**config.mk**
```make
export PLATFORM = sky130hd
export DESIGN_NAME = wac_multi_dac_ctrl
export DESIGN_NICKNAME = d
export VERILOG_FILES = /design/src/rtl/wac_multi_dac_ctrl.sv
export SDC_FILE = /design/constraint.sdc
export NUM_CORES = 1
export LEC_CHECK = 0
export BUFFER_PORTS_ARGS = -buffer_cell sky130_fd_sc_hd__buf_2
export CORE_ASPECT_RATIO = 0.6
export CORE_UTILIZATION = 40
export CTS_BUF_LIST = sky130_fd_sc_hd__clkbuf_16
export DETAILED_ROUTE_END_ITERATION = 10
export PLACE_DENSITY = 0.64
export SLEW_MARGIN = 5
export SYNTH_ARGS = -nofsm -noshare
export SYNTH_HDL_FRONTEND = slang
export SYNTH_SLANG_ARGS = --single-unit
```
**constraint.sdc**
```tcl
create_clock -name clk -period 4 [get_ports clk]
set_input_delay 0.6 -clock clk [delete_from_list [all_inputs] [get_ports clk]]
set_output_delay 0.6 -clock clk [all_outputs]
set_load 0.01 [all_outputs]
```
**src/rtl/wac_multi_dac_ctrl.sv**
```systemverilog
`default_nettype none
// wac_multi_dac_ctrl: serial frame engine for a DAC plus digital pots sharing sclk/sdi,
// one active-low chip select per target, optional broadcast to all targets at once.
module wac_multi_dac_ctrl #(
  parameter int N_CH    = 3,
  parameter int WORD_W  = 16,
  parameter int CLK_DIV = 2,
  localparam int CHW    = (N_CH > 1) ? $clog2(N_CH) : 1
) (
  input  logic              clk,
  input  logic              rst,
  input  logic              ctrlEn,
  input  logic [CHW-1:0]    chSel,
  input  logic              bcast,
  input  logic [WORD_W-1:0] confWord,
  output logic              sclk,
  output logic              sdi,
  output logic [N_CH-1:0]   csN,
  output logic              busy,
  output logic              done,
  output logic              errStb
);

  typedef enum logic [2:0] {
    S_IDLE  = 3'd0,
    S_SETUP = 3'd1,
    S_SHIFT = 3'd2,
    S_HOLD  = 3'd3,
    S_GAP   = 3'd4
  } state_t;

  localparam int DW = (CLK_DIV > 1) ? $clog2(CLK_DIV) : 1;
  localparam int BW = $clog2(WORD_W + 1);
  localparam logic [DW-1:0]  c_DIV_LAST = DW'(CLK_DIV - 1);
  localparam logic [BW-1:0]  c_LAST_BIT = BW'(WORD_W - 1);
  localparam logic [BW-1:0]  c_WORD     = BW'(WORD_W);
  localparam logic [CHW:0]   c_NCH      = (CHW + 1)'(N_CH);

  state_t              state_q, state_d;
  logic [DW-1:0]       div_q, div_d;
  logic [BW-1:0]       bit_q, bit_d;
  logic [WORD_W-1:0]   sh_q, sh_d;
  logic [N_CH-1:0]     sel_q, sel_d;
  logic                sclk_q, sclk_d;
  logic                done_q, done_d;
  logic                err_q, err_d;

  logic                div_end;
  logic                req_valid;
  logic [N_CH-1:0]     req_mask;
  logic                frame_act;

  assign div_end   = (div_q == c_DIV_LAST);
  assign req_valid = bcast || ({1'b0, chSel} < c_NCH);
  assign req_mask  = bcast ? {N_CH{1'b1}} : (N_CH'(1) << chSel);

  always_comb begin
    state_d = state_q;
    div_d   = div_q;
    bit_d   = bit_q;
    sh_d    = sh_q;
    sel_d   = sel_q;
    sclk_d  = 1'b0;
    done_d  = 1'b0;
    err_d   = 1'b0;
    case (state_q)
      S_IDLE: begin
        div_d = '0;
        bit_d = '0;
        if (ctrlEn) begin
          if (req_valid) begin
            sh_d    = confWord;
            sel_d   = req_mask;
            state_d = S_SETUP;
          end else begin
            err_d = 1'b1;
          end
        end
      end
      S_SETUP: begin
        err_d = ctrlEn;
        if (div_end) begin
          div_d   = '0;
          state_d = S_SHIFT;
        end else begin
          div_d = div_q + 1'b1;
        end
      end
      S_SHIFT: begin
        err_d  = ctrlEn;
        sclk_d = sclk_q;
        if (div_end) begin
          div_d  = '0;
          sclk_d = ~sclk_q;
          // Data advances only on the falling edge so it is stable at each rise.
          if (sclk_q) begin
            sh_d = sh_q << 1;
            if (bit_q == c_LAST_BIT) begin
              bit_d   = c_WORD;
              state_d = S_HOLD;
            end else begin
              bit_d = bit_q + 1'b1;
            end
          end
        end else begin
          div_d = div_q + 1'b1;
        end
      end
      S_HOLD: begin
        err_d = ctrlEn;
        if (div_end) begin
          div_d   = '0;
          state_d = S_GAP;
        end else begin
          div_d = div_q + 1'b1;
        end
      end
      S_GAP: begin
        err_d = ctrlEn;
        if (div_end) begin
          div_d   = '0;
          done_d  = 1'b1;
          state_d = S_IDLE;
        end else begin
          div_d = div_q + 1'b1;
        end
      end
      default: state_d = S_IDLE;
    endcase
  end

  always_ff @(posedge clk or posedge rst) begin
    if (rst) begin
      state_q <= S_IDLE;
      div_q   <= '0;
      bit_q   <= '0;
      sh_q    <= '0;
      sel_q   <= '0;
      sclk_q  <= 1'b0;
      done_q  <= 1'b0;
      err_q   <= 1'b0;
    end else begin
      state_q <= state_d;
      div_q   <= div_d;
      bit_q   <= bit_d;
      sh_q    <= sh_d;
      sel_q   <= sel_d;
      sclk_q  <= sclk_d;
      done_q  <= done_d;
      err_q   <= err_d;
    end
  end

  assign frame_act = (state_q == S_SETUP) || (state_q == S_SHIFT) || (state_q == S_HOLD);
  assign csN       = frame_act ? ~sel_q : {N_CH{1'b1}};
  assign sdi       = frame_act ? sh_q[WORD_W-1] : 1'b0;
  assign sclk      = sclk_q;
  assign busy      = (state_q != S_IDLE);
  assign done      = done_q;
  assign errStb    = err_q;

endmodule
`default_nettype wire
```
Word level (Yosys, flattened, before mapping)
Index checks and enable logic that the tools add are counted.
- bits in registers: 31
- word-level logic and storage cells: 69
- add/subtract/negate cells: 2
- order comparisons: 1
- equality and inequality tests: 13
- shift operators: 1
- muxes and demuxes: 30
- bitwise logic cells: 2
- reductions and logical operators: 12
- operators with widths (kind ; number):
    $mux 16 ; 4
    $pmux 16 s2 ; 1
    $mux 3 ; 10
    $ne 2x2->1 const B ; 8
    $mux 5 ; 3
    $pmux 3 s5 ; 1
    $pmux 5 s2 ; 1
    $mux 1 ; 8
    $reduce_and 8->1 ; 1
    $eq 3x2->1 const B ; 2
    $reduce_and 3->1 ; 2
    $add 5x1->5 const B ; 1
    $eq 5x4->1 const B ; 1
    $reduce_and 5->1 ; 1
    $pmux 1 s2 ; 2
    $reduce_bool 2->1 ; 2
    $reduce_or 4->1 ; 1
    $eq 3x1->1 const B ; 1
    $eq 3x3->1 const B ; 1
    $logic_not 3->1 ; 1
    $logic_or 1x1->1 ; 3
    $not 3->3 ; 1
    $reduce_bool 3->1 ; 1
    $shl 1x2->3 const A ; 1
    other kinds (3) ; 3

Depth between registers and ports, before layout
Gate-level depths: netlist of the first run.
- depth in word-level cells: 5
- gate-level depth with buffers: 7
- gate-level depth less buffers: 6

Least setup slack after synthesis of the first run
Ideal clock, no wire load.
- path type: register to register
- start: reg sclk_q, in the netlist sclk
- end: reg sh_q[11]
- data arrival time: 1661 ps
- required time: 3872 ps
- slack: 2211 ps
- stages on the path, launching flop included: 6
- buffers on the path: 1
- path through: dfrtp_1 -> nand2_2 -> a211o_1 -> a21oi_4 -> buf_6 -> mux2_1
- cells in the longest elaborated chain, start to end: 2
- ends and longest elaborated chain (what ; RTL line ; text):
    start, declared ; 44 ; logic sclk_q, sclk_d;
    start signal, assigned ; 148 ; sclk_q <= sclk_d;
    $ne 2x2->1 (no line) ; n/a ;
    $reduce_and 5->1 (no line) ; n/a ;
    end signal, assigned ; 137 ; sh_q <= '0;
    end signal, assigned ; 146 ; sh_q <= sh_d;
    end, declared ; 42 ; logic [WORD_W-1:0] sh_q, sh_d;
No other way between the ends.
A chain may end at the register's enable or synchronous reset.

Final worst setup path of the first run
- start: reg div_q, in the netlist div_end
- end: reg sh_q[9]
- cells in the longest elaborated chain, start to end: 2
- ends and longest elaborated chain (what ; RTL line ; text):
    start, declared ; 40 ; logic [DW-1:0] div_q, div_d;
    start signal, assigned ; 144 ; div_q <= div_d;
    $ne 2x2->1 (no line) ; n/a ;
    $reduce_and 5->1 (no line) ; n/a ;
No other way between the ends.

==> impl_metrics.ini, run 1 <==
[status]
run_status = finished clean

[sta]
setup_viol = 0
worst_slew_pin_slew_ps = 1020
rsz0062_at_grt = false
finalSetupTns_ps = 0
finalCritPeriodShare_pct = 53.5
max_slew_margin_pct = 32.2
fmax_ghz = 0.468
final_hold_viol_count = 0
finalCriticalPeriod_ps = 2140
worst_clock_skew_ps = 5.44
timing_max_transition_violations_final = 0

[power_and_ir_drop]
power_density_of_the_placed_cells_mw_per_mm2 = 829
p_leak_uw = 0.000961
worst_ir_drop_on_vdd_mv = 0.293

[setup_path]
worstPathRequired_ps = 4160
crit_chain = nand2_2, a211o_1, a21oi_4, mux2_2
timing.critical_path.slowest_cell_delay_ps = 570
timing.critical_path.to_type = flip-flop
timing.reg2reg.setup_slack_ps = 1860
worstPathArrival_ps = 2300
crit_slowest_cell = sky130_fd_sc_hd__a21oi_4
start_kind = flip-flop
timing.critical_path.fanout_max = 16
timing_worst_setup_path_type = reg -> reg

[drt]
final_routed_drc_violation_total = 0
route.vias.total = 1063
drt_iter0_markers = 29
viasPerCell = 5.04
routed_wirelength_um = 2880
wl_per_cell_um = 13.6
ant_nets = 0
drtPass1Iterations = 4

[layout]
nNetsFinal = 187
final_layout_size_suffix_gt1_share_pct = 39.0
fillCellCount = 337
fin_util_pct = 50.9
antennaDiodeCount = 0
layout_common_cells = sky130_fd_sc_hd__dfrtp_1 (31), sky130_fd_sc_hd__buf_2 (29), sky130_fd_sc_hd__mux2_4 (20)
layout_commonest_cell = sky130_fd_sc_hd__dfrtp_1
syn2layout_area_growth_pct = 17.9

[placement]
dp_hpwl_um = 1990
buffer_ports.inserted = 29
gp_routability_congestion = 0.749

[clock_network]
cts_sinks = 31
worst_skew_pair.late_latency_ps = 280
cts-resized-gates = 0
cts.root.buffer_cell = sky130_fd_sc_hd__clkbuf_16
cts_tree = built
cts_hold_repair.buffers = 0
cts-buffers-inserted = 5
post_cts.repair.setup_buffers = 0
worst_setup_hold_path_clk_slew_ps = 50
cts_htree_levels = 2
cts_max_path_buffers = 2

[die]
io_pins = 30
initial_core_util_pct = 43.2
die-area_mm2 = 0.00435
row_count = 17
core_region_mm2 = 0.00379
die_h_um = 51.5
chipWidth_um = 84.5

[synthesis]
yosys.cell_types.count = 35
ys_seq_elements = 31
postSynthCellCount = 133
synth_flop_cell = sky130_fd_sc_hd__dfrtp_1
netlist_area_mm2 = 0.00163
syn-mean-instance-area_um2 = 12.3
fraction_of_the_yosys_area_taken_by_sequential_cells_pct = 47.5
synth_top_area_share_pct = 47.5
post_synth_edffs = 0
synth_area_leaders = sky130_fd_sc_hd__dfrtp_1 (47%), sky130_fd_sc_hd__mux2_4 (18%), sky130_fd_sc_hd__mux2_2 (3.4%)
yosys_warnings = 0
synth_fp_nets = 157
library_cell_with_the_largest_summed_area_after_synthesis = sky130_fd_sc_hd__dfrtp_1
async_reset_ff_share_pct = 100

[flow_run]
maxCapViolCount = 0

[global_route]
grt_start_max_net_pins = 32
globalRouteTotalUtil_pct = 14.7
number_of_antenna_violations_at_the_first_check_in_global_routing = 0
grt_pass1_wl_um = 4770
first_global_vias = 1039
grt-ovfl-total = 0

[hold_path]
timing.hold.worst.class = in -> async
-- power by group --
group          internal [uW]  total [uW]  switching (uW)  leakage, uW
Combinational            392         700             308     0.000510
Sequential               449         549            99.8     0.000381
Clock                    223         349             126    0.0000701
Total                   1060        1600             533     0.000961
-- path summary, 6_finish.rpt --
path / cells past startpoint / to / start
worst max-delay path: 4 / sh_q[9] / div_end
worst min-delay path: 3 / bit_q[0] / rst
worst max register to register: 4 / sh_q[9] / div_end
worst min register to register: 2 / sel_q[0] / sel_q[0]
max in group asynchronous: 3 / sh_q[6] / rst
min in group clk: 2 / sel_q[0] / sel_q[0]
-- Yosys cell counts, types with 3 or more instances --
cell type and number:
sky130_fd_sc_hd__dfrtp_1 31, sky130_fd_sc_hd__mux2_4 20, sky130_fd_sc_hd__nor2_1 6, sky130_fd_sc_hd__mux2i_1 3, sky130_fd_sc_hd__inv_1 6, sky130_fd_sc_hd__mux2_2 5
sky130_fd_sc_hd__o21ai_0 8, sky130_fd_sc_hd__nand2_1 12, sky130_fd_sc_hd__buf_4 3
-- routing by layer --
layer	routed length [um]	global-route usage [%]	share of wire, %	up-vias
met3	124	5.40	4.3	7
met1	1410	18.9	49	513
met4	66	8.47	2.3	0
li1	-	-	-	527
met5	0	0	0	-
met2	1270	21.8	44	16
-- cell families (layout without fill, tap and decap cells) --
family                     Yosys count  in the layout  share of synthesized area (%)
muxes                               30             30                           25.0
xor gates and xnor gates             3              3                           1.61
and+or+nand+nor                     34             34                           11.0
adders and majority gates            2              2                           1.53
buffers and inverters               13             44                           4.75
AOI/OAI and AO/OA                   20             20                           8.65
DFF                                 31             31                           47.5
-- metrics by stage --
stage / area [um2] / cells / hold slack (ps) / power [uW] / worst slack [ps]
2_1_floorplan: 1630 / 133 / 448 / 1140 / 2210
3_3_place_gp: 1790 / 203 / 463 / 1230 / 1910
3_5_place_dp: 1790 / 203 / 476 / 1260 / 1860
4_1_cts: 1930 / 211 / 412 / 1610 / 1850
5_1_grt: 1930 / 211 / 443 / 1700 / 1760
6_report: 1930 / 211 / 397 / 1600 / 1860
-- sequential cells by signal (all words and copies together), names as in the netlist --
| register | cells |
|---|---|
| sh_q | 16 |
| bit_q | 5 |
| sclk | 1 |
| state_q | 3 |
| errStb | 1 |
| done | 1 |
| sel_q | 3 |
| div_end | 1 |
-- area by class of cell --
| class | instances | area, um2 | share of cell area [%] |
|---|---|---|---|
| Clock buffer | 5 | 125 | 6.49 |
| Sequential cell | 31 | 776 | 40.3 |
| Multi-Input combinational cell | 89 | 781 | 40.5 |
| Tap cell | 47 | 58.8 | 3.05 |
| Clock inverter | 3 | 11.3 | 0.584 |
| Timing Repair Buffer | 30 | 153 | 7.92 |
| Inverter | 6 | 22.5 | 1.17 |
-- critical path: cells and delay by family (launching register included) --
kind | cells | cell delay [ps]
simple gates | 1 | 130
compound gates | 2 | 980
mux | 1 | 400
flops | 1 | 490
Note: power is estimated with default switching activity, not from simulation.
==> run 2: changes to the inputs <==
clock period = 2.1 ns   (was 4 ns; I/O delays follow)
==> run 2 against run 1 <==
  * Non-clock buffer count rose by 4
  * Sequential share of layout area fell by 0.72 points
  * Sequential power rose by 88%
  * Register-to-register slack got worse by 1600 ps
  * Critical path type unchanged
  * Largest power group unchanged
==> impl_metrics.ini, run 2 (synthesis gave the netlist of run 1 again) <==
[clock_network]
cts-resized-gates = 0
worst_setup_hold_path_clk_slew_ps = 50
cts_max_path_buffers = 2
cts_htree_levels = 2
cts.root.buffer_cell = sky130_fd_sc_hd__clkbuf_16
cts_hold_repair.buffers = 0
cts_sinks = 31
cts-buffers-inserted = 5
worst_skew_pair.late_latency_ps = 270
post_cts.repair.setup_buffers = 0
cts_tree = built

[die]
initial_core_util_pct = 43.2
die_h_um = 51.5
io_pins = 30
die-area_mm2 = 0.00435
core_region_mm2 = 0.00379
row_count = 17
chipWidth_um = 84.5

[sta]
setup_viol = 0
fmax_ghz = 0.550
worst_clock_skew_ps = 1.81
timing_max_transition_violations_final = 0
worst_slew_pin_slew_ps = 464
layout_setup_ws_ps = 280
finalCritPeriodShare_pct = 86.6
rsz0062_at_grt = false
max_slew_margin_pct = 68.8
final_hold_viol_count = 0
finalCriticalPeriod_ps = 1820
finalSetupTns_ps = 0

[flow_run]
maxCapViolCount = 0

[drt]
ant_nets = 0
route.vias.total = 1069
drtPass1Iterations = 4
viasPerCell = 5.02
drt_iter0_markers = 57
wl_per_cell_um = 14.1
routed_wirelength_um = 3000
final_routed_drc_violation_total = 0

[layout]
final_layout_size_suffix_gt1_share_pct = 41.0
layout_common_cells = sky130_fd_sc_hd__dfrtp_1 (31), sky130_fd_sc_hd__buf_2 (29), sky130_fd_sc_hd__mux2_4 (20)
fin_util_pct = 51.8
antennaDiodeCount = 0
multi_input_area_um2 = 781
top_register = sh_q
ff_latch_area_um2 = 776
nNetsFinal = 191
largest_register_ff_count = 16
layout_commonest_cell = sky130_fd_sc_hd__dfrtp_1
fillCellCount = 341
reg.largest.list = sh_q x16, bit_q x5
syn2layout_area_growth_pct = 20.1

[global_route]
grt-ovfl-total = 0
grt_pass1_wl_um = 4730
number_of_antenna_violations_at_the_first_check_in_global_routing = 0
first_global_vias = 965
globalRouteTotalUtil_pct = 15.3
grt_start_max_net_pins = 32

[setup_path]
timing.critical_path.slowest_cell_delay_ps = 480
r2r-end = sh_q[3]
timing.critical_path.to_type = flip-flop
critical_path_buf_inv_count = 1
worst-r2r-cell-count = 4
worst_r2r_startpoint = state_q[1]
timing.critical_path.fanout_max = 22
timing.reg2reg.setup_slack_ps = 280
crit_chain = or3b_1, buf_4, mux2_4, mux2_4
timing_worst_setup_path_type = reg -> reg
worstPathArrival_ps = 1980
start_kind = flip-flop
critical_path.top_delay_family = multiplexers
crit_slowest_cell = sky130_fd_sc_hd__dfrtp_1
critical-path-top-cell-by-count = sky130_fd_sc_hd__mux2_4
worstPathRequired_ps = 2260

[status]
run_status = finished clean

[hold_path]
timing.hold.worst.class = in -> async

[placement]
gp_routability_congestion = 0.769
dp_hpwl_um = 2050
detailedPlace.worstSlack_ps = 317
buffer_ports.inserted = 29

[power_and_ir_drop]
p_leak_uw = 0.000981
worst_ir_drop_on_vdd_mv = 0.511
power_density_of_the_placed_cells_mw_per_mm2 = 1590
## run 2: changes by cell type in the layout (fill, tap and decap cells not counted)
cell	delta
sky130_fd_sc_hd__clkinv_1	-2
sky130_fd_sc_hd__buf_12	+1
sky130_fd_sc_hd__buf_4	+3
## run 2: per-layer routing
metal	track usage, %	wire length [um]	vias up
met3	8.41	170	6
met4	5.93	38	0
met5	0	0	-
met2	22.4	1330	19
li1	-	-	532
met1	19.0	1460	512
## run 2: layout make-up
| class | instances | area share, % |
|---|---|---|
| Clock inverter | 1 | 0.191 |
| Timing Repair Buffer | 34 | 9.95 |
| Sequential cell | 31 | 39.5 |
| Tap cell | 47 | 3.00 |
| Multi-Input combinational cell | 89 | 39.8 |
| Inverter | 6 | 1.15 |
| Clock buffer | 5 | 6.38 |
## run 2: through the flow
stage / instances / instance area, um2 / power (uW) / hold slack (ps)
2_1_floorplan: 133 / 1630 / 2180 / 419
3_3_place_gp: 207 / 1830 / 2430 / 408
3_5_place_dp: 207 / 1830 / 2480 / 423
4_1_cts: 213 / 1960 / 3160 / 132
5_1_grt: 213 / 1960 / 3320 / 170
6_report: 213 / 1960 / 3120 / 109
## run 2: worst min-delay path: stages
cell,delay (ps)
sky130_fd_sc_hd__buf_2,90
sky130_fd_sc_hd__inv_1,40
sky130_fd_sc_hd__buf_4,350
## run 2: power breakdown
group / total, uW / internal [uW] / switching, uW
clock: 647 / 419 / 228
combinational: 1450 / 817 / 631
sequential: 1030 / 856 / 172
## run 2: how the worst max path moves through the flow
stage / start / to / slack (ps) / depth (start not counted)
after global routing: state_q[1] / sdi / 190 / 4
after floorplan: sclk / sh_q[11] / 310 / 5
final: state_q[1] / sh_q[3] / 280 / 4
after CTS: state_q[1] / sh_q[5] / 270 / 4
after global placement: sclk / sh_q[8] / 340 / 5
after detailed placement: state_q[1] / sh_q[5] / 320 / 4
==> run 3: changes to the inputs <==
CTS_BUF_LIST = sky130_fd_sc_hd__clkbuf_8 sky130_fd_sc_hd__clkbuf_16   (was sky130_fd_sc_hd__clkbuf_16)
==> run 3 against run 2 <==
  * Fmax grew 1.6%
  * Combinational power is essentially flat
  * Clock skew increased by 0.93 ps
  * Die area unchanged
  * Critical path depth unchanged
  * Global-route usage down 1.3 points
  * Non-clock buffer count did not move
  * Utilization fell by 1.5 points
  * Largest power group unchanged
==> impl_metrics.ini, run 3 (synthesis gave the netlist of run 1 again) <==
[clock_network]
worst_setup_hold_path_clk_slew_ps = 60
cts-buffers-inserted = 5
cts_htree_levels = 2
worst_skew_pair.late_latency_ps = 270
post_cts.repair.setup_buffers = 0
cts_tree = built
cts-resized-gates = 0
cts_hold_repair.buffers = 0
cts_sinks = 31
cts.root.buffer_cell = sky130_fd_sc_hd__clkbuf_8
cts_max_path_buffers = 2

[drt]
viasPerCell = 5.04
routed_wirelength_um = 2830
wl_per_cell_um = 13.3
route.vias.total = 1073
ant_nets = 0
drt_iter0_markers = 53
drtPass1Iterations = 4
final_routed_drc_violation_total = 0

[sta]
finalCriticalPeriod_ps = 1790
worst_slew_pin_slew_ps = 449
finalSetupTns_ps = 0
timing_max_transition_violations_final = 0
worst_clock_skew_ps = 2.74
finalCritPeriodShare_pct = 85.3
fmax_ghz = 0.558
final_hold_viol_count = 0
max_slew_margin_pct = 69.7
setup_viol = 0
rsz0062_at_grt = false

[placement]
gp_routability_congestion = 0.769
buffer_ports.inserted = 29
dp_hpwl_um = 2050

[setup_path]
timing.critical_path.fanout_max = 22
crit_chain = or3b_1, buf_4, mux2_4, mux2_4
timing.critical_path.to_type = flip-flop
worstPathRequired_ps = 2250
worstPathArrival_ps = 1950
timing_worst_setup_path_type = reg -> reg
critical_path_buf_inv_count = 1
critical-path-top-cell-by-count = sky130_fd_sc_hd__mux2_4
start_kind = flip-flop
critical_path.top_delay_family = multiplexers
timing.critical_path.slowest_cell_delay_ps = 480
crit_slowest_cell = sky130_fd_sc_hd__dfrtp_1

[layout]
reg.largest.list = sh_q x16, bit_q x5
antennaDiodeCount = 0
nNetsFinal = 191
layout_common_cells = sky130_fd_sc_hd__dfrtp_1 (31), sky130_fd_sc_hd__buf_2 (29), sky130_fd_sc_hd__mux2_4 (20)
top_register = sh_q
final_layout_size_suffix_gt1_share_pct = 41.0
syn2layout_area_growth_pct = 16.6
fin_util_pct = 50.3
layout_commonest_cell = sky130_fd_sc_hd__dfrtp_1
fillCellCount = 348
largest_register_ff_count = 16

[power_and_ir_drop]
p_leak_uw = 0.000956
power_density_of_the_placed_cells_mw_per_mm2 = 1500
worst_ir_drop_on_vdd_mv = 0.482

[hold_path]
timing.hold.worst.class = in -> async

[die]
die_h_um = 51.5
row_count = 17
chipWidth_um = 84.5
initial_core_util_pct = 43.2
die-area_mm2 = 0.00435
io_pins = 30
core_region_mm2 = 0.00379

[global_route]
globalRouteTotalUtil_pct = 14.0
first_global_vias = 949
number_of_antenna_violations_at_the_first_check_in_global_routing = 0
grt_start_max_net_pins = 32
grt_pass1_wl_um = 4490
grt-ovfl-total = 0

[flow_run]
maxCapViolCount = 0

[status]
run_status = finished clean
## run 3: final timing paths
| check | cells past startpoint | start | to | slack (ps) |
|---|---|---|---|---|
| max | 4 | state_q[1] | sh_q[5] | 310 |
| min | 3 | rst | sh_q[0] | 110 |
| max reg2reg | 4 | state_q[1] | sh_q[5] | 310 |
| min reg2reg | 2 | sel_q[0] | sel_q[0] | 490 |
| max in group asynchronous | 3 | rst | sel_q[2] | 1700 |
| min in group clk | 3 | confWord[0] | sh_q[0] | 280 |
## run 3: power by group
| part | switching [uW] | internal, uW | total, uW |
|---|---|---|---|
| clock network | 194 | 215 | 410 |
| logic | 624 | 817 | 1440 |
| registers | 163 | 854 | 1020 |
| total | 981 | 1890 | 2870 |
## run 3: layout make-up
cell class / instances / area (um2) / share of cell area (%)
clock buffer: 5 / 68.8 / 3.61
clock inverter: 1 / 3.75 / 0.197
inverter: 6 / 22.5 / 1.18
multi-input combinational: 89 / 781 / 41.0
sequential: 31 / 776 / 40.7
tap: 47 / 58.8 / 3.09
timing repair buffer: 34 / 195 / 10.2
## run 3: stage by stage
| step | hold slack [ps] | std cells | setup WS, ps | power (uW) | instance area [um2] |
|---|---|---|---|---|---|
| after floorplan | 419 | 133 | 311 | 2180 | 1630 |
| after global placement | 408 | 207 | 340 | 2430 | 1830 |
| after detailed placement | 423 | 207 | 317 | 2480 | 1830 |
| after CTS | 128 | 213 | 308 | 2910 | 1910 |
| after global routing | 166 | 213 | 199 | 3060 | 1910 |
| final | 108 | 213 | 309 | 2870 | 1910 |
## run 3: per-layer routing
metal / GRT usage [%] / vias up / part of all wire [%]
met5: 0 / - / 0
li1: - / 531 / -
met3: 5.56 / 5 / 5.0
met4: 5.93 / 0 / 1.1
met2: 19.8 / 20 / 42
met1: 19.1 / 517 / 52
## run 3: worst reg2reg max path: cells and delay by family, from the launching register on
kind,cells,cell delay (ps)
buffers and inverters,1,240
DFF,1,480
muxes,2,590
and+or+nand+nor,1,370
